**config.mk**
```make
export PLATFORM = sky130hd
export DESIGN_NAME = clk_tick_monitor
export DESIGN_NICKNAME = d
export VERILOG_FILES = /design/src/rtl/clk_tick_monitor.sv
export SDC_FILE = /design/constraint.sdc
export NUM_CORES = 1
export LEC_CHECK = 0
export BUFFER_PORTS_ARGS = -buffer_cell sky130_fd_sc_hd__buf_2
export CORE_MARGIN = 5
export CORE_UTILIZATION = 23
export CTS_CLUSTER_SIZE = 8
export DETAILED_ROUTE_END_ITERATION = 7
export MAX_ROUTING_LAYER = met4
export PLACE_DENSITY = 0.48
export SYNTH_ARGS = -nofsm -noshare
export SYNTH_HDL_FRONTEND = slang
export SYNTH_SLANG_ARGS = --single-unit
```
**constraint.sdc**
```tcl
create_clock -name clk_in -period 12.8 [get_ports clk_in]
set_clock_uncertainty 0.1 [all_clocks]
set_input_delay 2.56 -clock clk_in [delete_from_list [all_inputs] [get_ports clk_in]]
set_output_delay 2.56 -clock clk_in [all_outputs]
set_load 0.01 [all_outputs]
```
**src/rtl/clk_tick_monitor.sv**
```systemverilog
// Synchronises the divided slow clock into clk_in and emits one-cycle rise/fall ticks 3 cycles after a sampled change,
// measures each half-period and reports lock/timeout status; no backpressure, all outputs are free-running registers.
module clk_tick_monitor #(
    parameter int CNT_W          = 25,
    parameter int EXP_HALF       = 200001,
    parameter int TOL            = 16,
    parameter int LOCK_COUNT     = 4,
    parameter int TIMEOUT_CYCLES = 400000
) (
    input  logic             clk_in,
    input  logic             rst,
    input  logic             slow_clk,
    output logic             rise_tick,
    output logic             fall_tick,
    output logic             locked,
    output logic             timeout_err,
    output logic [CNT_W-1:0] half_period
);

    localparam int GW = $clog2(LOCK_COUNT + 1);

    localparam logic [CNT_W:0]   EXP_W    = (CNT_W + 1)'(EXP_HALF);
    localparam logic [CNT_W:0]   TOL_W    = (CNT_W + 1)'(TOL);
    localparam logic [CNT_W:0]   TMO_W    = (CNT_W + 1)'(TIMEOUT_CYCLES);
    localparam logic [CNT_W-1:0] HCNT_MAX = '1;
    localparam logic [GW-1:0]    LOCK_N   = GW'(LOCK_COUNT);

    typedef enum logic [1:0] {
        ST_ACQUIRE = 2'd0,
        ST_LOCKED  = 2'd1,
        ST_LOST    = 2'd2
    } state_t;

    logic             s1_q, s2_q, s3_q;
    logic             rise_q, fall_q;
    logic [CNT_W-1:0] hcnt_q, hcnt_d;
    logic [CNT_W-1:0] hp_q, hp_d;
    logic             first_q, first_d;
    logic [GW-1:0]    good_q, good_d;
    state_t           state_q, state_d;

    logic             edge_rise, edge_fall, edge_any;
    logic [CNT_W:0]   meas, diff;
    logic             meas_good, tmo_hit;

    assign edge_rise = s2_q & ~s3_q;
    assign edge_fall = ~s2_q & s3_q;
    assign edge_any  = edge_rise | edge_fall;

    // Extra bit keeps hcnt+1 and the deviation free of wrap-around at saturation.
    assign meas      = {1'b0, hcnt_q} + (CNT_W + 1)'(1);
    assign diff      = (meas >= EXP_W) ? (meas - EXP_W) : (EXP_W - meas);
    assign meas_good = (diff <= TOL_W);
    assign tmo_hit   = !edge_any && (meas >= TMO_W);

    always_comb begin
        hcnt_d  = (hcnt_q == HCNT_MAX) ? hcnt_q : hcnt_q + CNT_W'(1);
        hp_d    = hp_q;
        first_d = first_q;
        good_d  = good_q;
        state_d = state_q;

        if (edge_any) begin
            hcnt_d = '0;
            if (first_q) begin
                // The first edge after reset or timeout only opens a measurement window.
                first_d = 1'b0;
                state_d = ST_ACQUIRE;
            end else begin
                hp_d = meas[CNT_W] ? HCNT_MAX : meas[CNT_W-1:0];
                unique case (state_q)
                    ST_ACQUIRE: begin
                        if (meas_good) begin
                            if (good_q + GW'(1) == LOCK_N) begin
                                state_d = ST_LOCKED;
                                good_d  = '0;
                            end else begin
                                good_d = good_q + GW'(1);
                            end
                        end else begin
                            good_d = '0;
                        end
                    end
                    ST_LOCKED: begin
                        if (!meas_good) begin
                            state_d = ST_ACQUIRE;
                            good_d  = '0;
                        end
                    end
                    default: begin
                        state_d = ST_ACQUIRE;
                        good_d  = '0;
                    end
                endcase
            end
        end else if (tmo_hit) begin
            state_d = ST_LOST;
            good_d  = '0;
            first_d = 1'b1;
        end
    end

    always_ff @(posedge clk_in or posedge rst) begin
        if (rst) begin
            s1_q    <= 1'b0;
            s2_q    <= 1'b0;
            s3_q    <= 1'b0;
            rise_q  <= 1'b0;
            fall_q  <= 1'b0;
            hcnt_q  <= '0;
            hp_q    <= '0;
            first_q <= 1'b1;
            good_q  <= '0;
            state_q <= ST_ACQUIRE;
        end else begin
            s1_q    <= slow_clk;
            s2_q    <= s1_q;
            s3_q    <= s2_q;
            rise_q  <= edge_rise;
            fall_q  <= edge_fall;
            hcnt_q  <= hcnt_d;
            hp_q    <= hp_d;
            first_q <= first_d;
            good_q  <= good_d;
            state_q <= state_d;
        end
    end

    assign rise_tick   = rise_q;
    assign fall_tick   = fall_q;
    assign locked      = (state_q == ST_LOCKED);
    assign timeout_err = (state_q == ST_LOST);
    assign half_period = hp_q;

endmodule

```
[Yosys cells after proc, flatten, opt, wreduce, memory -nomap -nowiden]
Index checks and enable logic that the tools add are counted.
Storage, ports and cells
  register bits: 61
  bits of input ports: 3
  output and inout bits: 29
  word-level logic and storage cells: 61
Operators by class
  $add $sub $neg: 5
  order comparisons: 3
  eq/ne operators: 10
  muxes and demuxes: 20
  bitwise logic cells: 6
  reduce and logical (&&, ||, !) cells: 7
Operators with widths (count)
  $mux W25: 3
  $add A25 B1 Y26 const B: 1
  $ge A26 B18 Y1 const B: 1
  $ge A26 B19 Y1 const B: 1
  $le A26 B5 Y1 const B: 1
  $mux W26: 1
  $sub A18 B26 Y26 const A: 1
  $sub A26 B18 Y26 const B: 1
  $add A25 B1 Y25 const B: 1
  $eq A25 B25 Y1 const B: 1
  $mux W3: 6
  $mux W2: 6
  $ne A4 B4 Y1 const B: 3
  $pmux W3 S2: 1
  $ne A2 B2 Y1 const B: 2
  $pmux W2 S2: 1
  $reduce_and A4 Y1: 1
  $add A3 B1 Y3 const B: 1
  $eq A3 B3 Y1 const B: 1
  $ne A3 B3 Y1 const B: 1
  $not A1 Y1: 3
  $reduce_and A3 Y1: 1
  $and A1 B1 Y1: 2
  $eq A2 B1 Y1 const B: 1
  other kinds (8): 9

[Logic depth before layout (Yosys ltp)]
  depth in word-level cells: 8
  mapped depth: 17
  depth with buffers taken out: 16

[Worst setup path after synthesis]
No wires, ideal clock.
  path kind: flip-flop to flip-flop
  start point: register hcnt_q[1]
  end point: register good_q[0]
  library setup time: 128 ps
  data arrival time: 4153 ps
  required time: 12572 ps
  setup slack: 8419 ps
  stages on the path, launching flop included: 17
  buffers on the path: 1
  clock period less this slack: 4381 ps
  path through: dfrtp_1 > ha_1 > buf_2 > xnor2_1 > ha_1 > inv_1 > o21ai_1 > nand3_1 > a2111o_1 > a31oi_1 > a21oi_1 > mux2_2 > a311oi_1 > nand4_1 > a2111oi_4 > a31oi_1 > mux2_1
Between the ends
  cells in the longest elaborated chain, start to end: 8
  elaborated cells on any way between the ends: 15
  classes of those cells: add/sub: 3; order compare: 3; eq/ne: 1; mux: 5; reduce/logical: 3
Ends and longest elaborated chain
  from (decl): line 36  | logic [CNT_W-1:0] hcnt_q, hcnt_d;
  from (signal assigned): line 121  | hcnt_q <= hcnt_d;
  $add A25 B1 Y26 *: line 51  | assign meas = {1'b0, hcnt_q} + (CNT_W + 1)'(1);
  $sub A18 B26 Y26 (tied with other cells): line 52  | assign diff = (meas >= EXP_W) ? (meas - EXP_W) : (EXP_W - meas);
  $mux W26: line 52
  $le A26 B5 Y1: line 53  | assign meas_good = (diff <= TOL_W);
  $mux W3: line 73  | if (meas_good) begin
  $pmux W3 S2: line 71  | unique case (state_q)
  $mux W3: line 65  | if (first_q) begin
  $mux W3: line 63  | if (edge_any) begin
  to (signal assigned): line 124  | good_q <= good_d;
  to (decl): line 39  | logic [GW-1:0] good_q, good_d;
Every way passes the cells marked *; elsewhere a longest branch is shown, timed or not. The select of a mux whose other input is x is not followed.
A chain may end at the register's enable or synchronous reset.

[Worst setup path in the final report]
  start point: register hcnt_q[0]
  end point: register good_q[1]
Same word-level chain as after synthesis.

==> summary.txt <==
Status
  – Outcome: completed

Cells and area
  – Ant diodes: 0
  – Area Overhead vs Synth: 13.3%
  – # nets final: 568
  – Final cell count without fillers: 831
  – Most common cell after layout, fill and taps aside: sky130_fd_sc_hd__dfrtp_1
  – Number of filler cells placed in the layout: 2,167
  – Layout cell share with drive strength beyond 1: 13.5%
  – Total non-filler cell area in the finished layout: 5290 sq um
  – Top library cells by usage in the layout, fill and taps aside: 60 x sky130_fd_sc_hd__dfrtp_1, 59 x sky130_fd_sc_hd__nor2_1, 40 x sky130_fd_sc_hd__nand2_1
  – Multi-input logic area: 2910 sq um
  – Combined flip-flop and latch cell area: 1530 sq um

Floorplanning
  – Chip Height: 153 um
  – Die X-Extent: 153 um
  – Cell row count: 52
  – Initial core utilization: 23.2%
  – Number of primary I/O pins: 32
  – Area inside the core boundary: 20,100 sq um
  – Die ar.: 23,300 sq um

Setup path
  – Critical Path Fanout Max: 19
  – Most numerous cell on the critical path: sky130_fd_sc_hd__mux2_1
  – Kind of end point of the critical path: flip-flop
  – Critical Path RT: 12,920 ps
  – CP Cell Sequence: ha_1, nand4_2, nor3_2, o2111ai_1, a221oi_4, o2111ai_2, and2_1, mux2_1, o22ai_1, or4bb_1, a2111oi_4, a31oi_1, mux2_1
  – Buf+Inv Stages, Crit Path: 0
  – Kind of critical path: reg2reg
  – Crit path arrival time: 5680 ps
  – Biggest cell delay along the critical path: 610 ps
  – Worst reg2reg setup slack: 7240 ps
  – Type of origin of the critical path: flip-flop
  – Cell family with the largest share of critical-path delay: simple AND/OR/NAND/NOR gates
  – Crit-path slowest cell: sky130_fd_sc_hd__nor3_2

Clock network
  – CTS hold repair buffers: 0
  – Post-cts gate resize count: 0
  – Clk root buf: sky130_fd_sc_hd__clkbuf_16
  – TritonCTS Sinks: 61
  – Number of H-tree levels: 3
  – CTS tree: built
  – Total CTS buffers: 9
  – Clock slew seen by the registers of the worst setup and hold paths: 60 ps
  – Number of buffers between clock root and the deepest sink: 2
  – Number of buffers inserted to repair setup after CTS: 0
  – Clk_lat worst skew: 340 ps

STA
  – Total negative slack: 0 ps
  – Worst Hold Margin: 254 ps
  – Unrepaired setup endpoints after global routing: false
  – Period utilization: 43.4%
  – Fmax: 180 MHz
  – Worst-case headroom to the max-slew limit: 30.3%
  – Slew at the pin with the worst max-slew slack: 1040 ps
  – Number of failing hold endpoints at the final stage: 0
  – Minimum period implied by the final worst setup slack: 5560 ps
  – Total of endpoints with negative setup slack in the final report: 0
  – Pins Over Slew Limit: 0

Global route
  – Antenna violations before repair: 0
  – Global-route usage over all layers: 14.0%
  – Via count of the first global-routing pass: 4,476
  – Wire length of the first global-routing pass: 25,500 um
  – Gr ovfl total: 0
  – Maximum number of pins on one net before global-route repair: 62

Placed design
  – Port buffer count: 31
  – Cell Count Post-Placement: 816
  – Sum of net half-perimeters after detailed placement: 11,700 um
  – Routability cong.: 0.943
  – Placed standard-cell area: 5020 sq um

Worst hold path
  – Hold WC Path Type: reg2reg

Yosys
  – Portion of the post-synthesis area used by sequential elements: 32.7%
  – Synthesized net count: 559
  – Largest area contributor in the netlist: sky130_fd_sc_hd__dfrtp_1
  – Number of flops mapped to enable cells by yosys: 0
  – FFs w/ async S/R, synth: 100%
  – Biggest area contributors in the synthesized netlist: sky130_fd_sc_hd__dfrtp_1 32%, sky130_fd_sc_hd__nor2_1 4.8%, sky130_fd_sc_hd__xnor2_1 4.7%
  – Post-synthesis instance area: 4670 sq um
  – Synthesized instance count: 548
  – Area fraction of the dominant cell type after synthesis: 32.1%
  – Post-synthesis cell type count: 80
  – Synthesis warning total: 0
  – Synthesized area per cell: 8.52 sq um
  – Yosys reg bits: 61
  – Ys flop type: sky130_fd_sc_hd__dfrtp_1

Drt
  – First-pass iteration count of the detailed router: 5
  – Via count: 4,505
  – Number of DRC markers in iteration 0: 383
  – Avg WL per Cell: 19.2 um
  – Overall routed net length: 15,900 um
  – Average vias per placed instance: 5.42
  – Count of unresolved DRC violations after routing: 0
  – Final ANT Viol Nets: 0

Power and ir drop
  – Power Dens Cells: 102 nW/um^2
  – Max rail drop VDD: 0.0000663 V
  – Lkg Pwr: 2.20 nW
  – Total power after layout: 0.542 mW

Flow run
  – Number of max-cap violations: 0
## power by group
group / switching (mW) / internal, mW
registers: 0.0104 / 0.207
clock network: 0.0932 / 0.134
logic: 0.0604 / 0.0365
## cell usage after synthesis (4+ instances only)
library cell,number
sky130_fd_sc_hd__dfrtp_1,60
sky130_fd_sc_hd__nor2_1,60
sky130_fd_sc_hd__nand2_1,40
sky130_fd_sc_hd__a31oi_1,34
sky130_fd_sc_hd__xnor2_1,25
sky130_fd_sc_hd__a21boi_0,24
sky130_fd_sc_hd__clkbuf_1,23
sky130_fd_sc_hd__inv_1,20
sky130_fd_sc_hd__nand3_1,18
sky130_fd_sc_hd__o21ai_0,16
sky130_fd_sc_hd__nand4_1,15
sky130_fd_sc_hd__a21oi_1,14
sky130_fd_sc_hd__nor3_1,13
sky130_fd_sc_hd__xor2_1,11
sky130_fd_sc_hd__and3_1,9
sky130_fd_sc_hd__nor4_1,9
sky130_fd_sc_hd__ha_1,8
sky130_fd_sc_hd__and2_1,7
sky130_fd_sc_hd__buf_2,7
sky130_fd_sc_hd__a211oi_1,6
sky130_fd_sc_hd__o22ai_1,6
sky130_fd_sc_hd__a211o_1,5
sky130_fd_sc_hd__buf_4,5
sky130_fd_sc_hd__o21a_1,5
sky130_fd_sc_hd__o22a_1,5
sky130_fd_sc_hd__o31ai_1,5
sky130_fd_sc_hd__or3_1,5
sky130_fd_sc_hd__a311oi_1,4
sky130_fd_sc_hd__mux2_1,4
## worst reg2reg max path, delay by kind of cell (launching register included)
kind                     cells  cell delay (ps)
multiplexers                 2              660
adder cells (fa/ha/maj)      1              520
AO/OA/AOI/OAI                6             1800
AND/OR/NAND/NOR              4             1870
flip-flops                   1              500
## flip-flops by register name (all words and copies together) (netlist names)
| register | flops |
|---|---|
| fall_tick | 1 |
| first_q | 1 |
| good_q | 3 |
| half_period | 25 |
| hcnt_q | 25 |
| rise_tick | 1 |
| s1_q | 1 |
| s2_q | 1 |
| s3_q | 1 |
| state_q | 2 |
## final cells by class
cell class                      count  share of cell area [%]
Multi-Input combinational cell    431                    54.9
Sequential cell                    61                    28.9
Tap cell                          270                    6.38
Clock buffer                       11                    4.59
Timing Repair Buffer               34                    3.36
Inverter                           20                    1.42
Clock inverter                      4                   0.473
## metrics by stage
stage / setup slack, ps / utilization [%]
2_1_floorplan: 8420 / -
5_1_grt: 6740 / 26.3
3_5_place_dp: 7220 / 25.0
4_1_cts: 7220 / 26.3
3_3_place_gp: 7410 / 25.0
6_report: 7240 / 26.3
## layer usage
metal | vias to the layer above | track usage (%) | share of wire [%]
met5 | - | - | 0
met4 | 0 | 5.01 | 3.2
met3 | 42 | 2.87 | 5.1
met2 | 162 | 22.0 | 46
met1 | 2205 | 17.9 | 45
li1 | 2096 | - | -
## final timing paths
path	from	to	depth (start not counted)
min	s1_q$_DFF_PP0_	s2_q$_DFF_PP0_	0
max	hcnt_q[0]$_DFFE_PP0P_	good_q[1]$_DFFE_PP0P_	13
min reg2reg	s1_q$_DFF_PP0_	s2_q$_DFF_PP0_	0
max reg2reg	hcnt_q[0]$_DFFE_PP0P_	good_q[1]$_DFFE_PP0P_	13
min in group asynchronous	rst	hcnt_q[3]$_DFFE_PP0P_	3
max in group asynchronous	rst	hcnt_q[13]$_DFFE_PP0P_	3
## kinds of logic (layout without fill, tap and decap cells)
kind of cell	after synthesis	after routing	synth area share, %
AND/OR/NAND/NOR	207	207	24.0
adder cells (fa/ha/maj)	8	8	2.14
AO/OA/AOI/OAI	173	173	27.5
flip-flops	61	61	32.7
buffers and inverters	56	69	5.25
multiplexers	7	7	1.66
XOR/XNOR	36	36	6.75
Power figures use the tool's default switching activity.
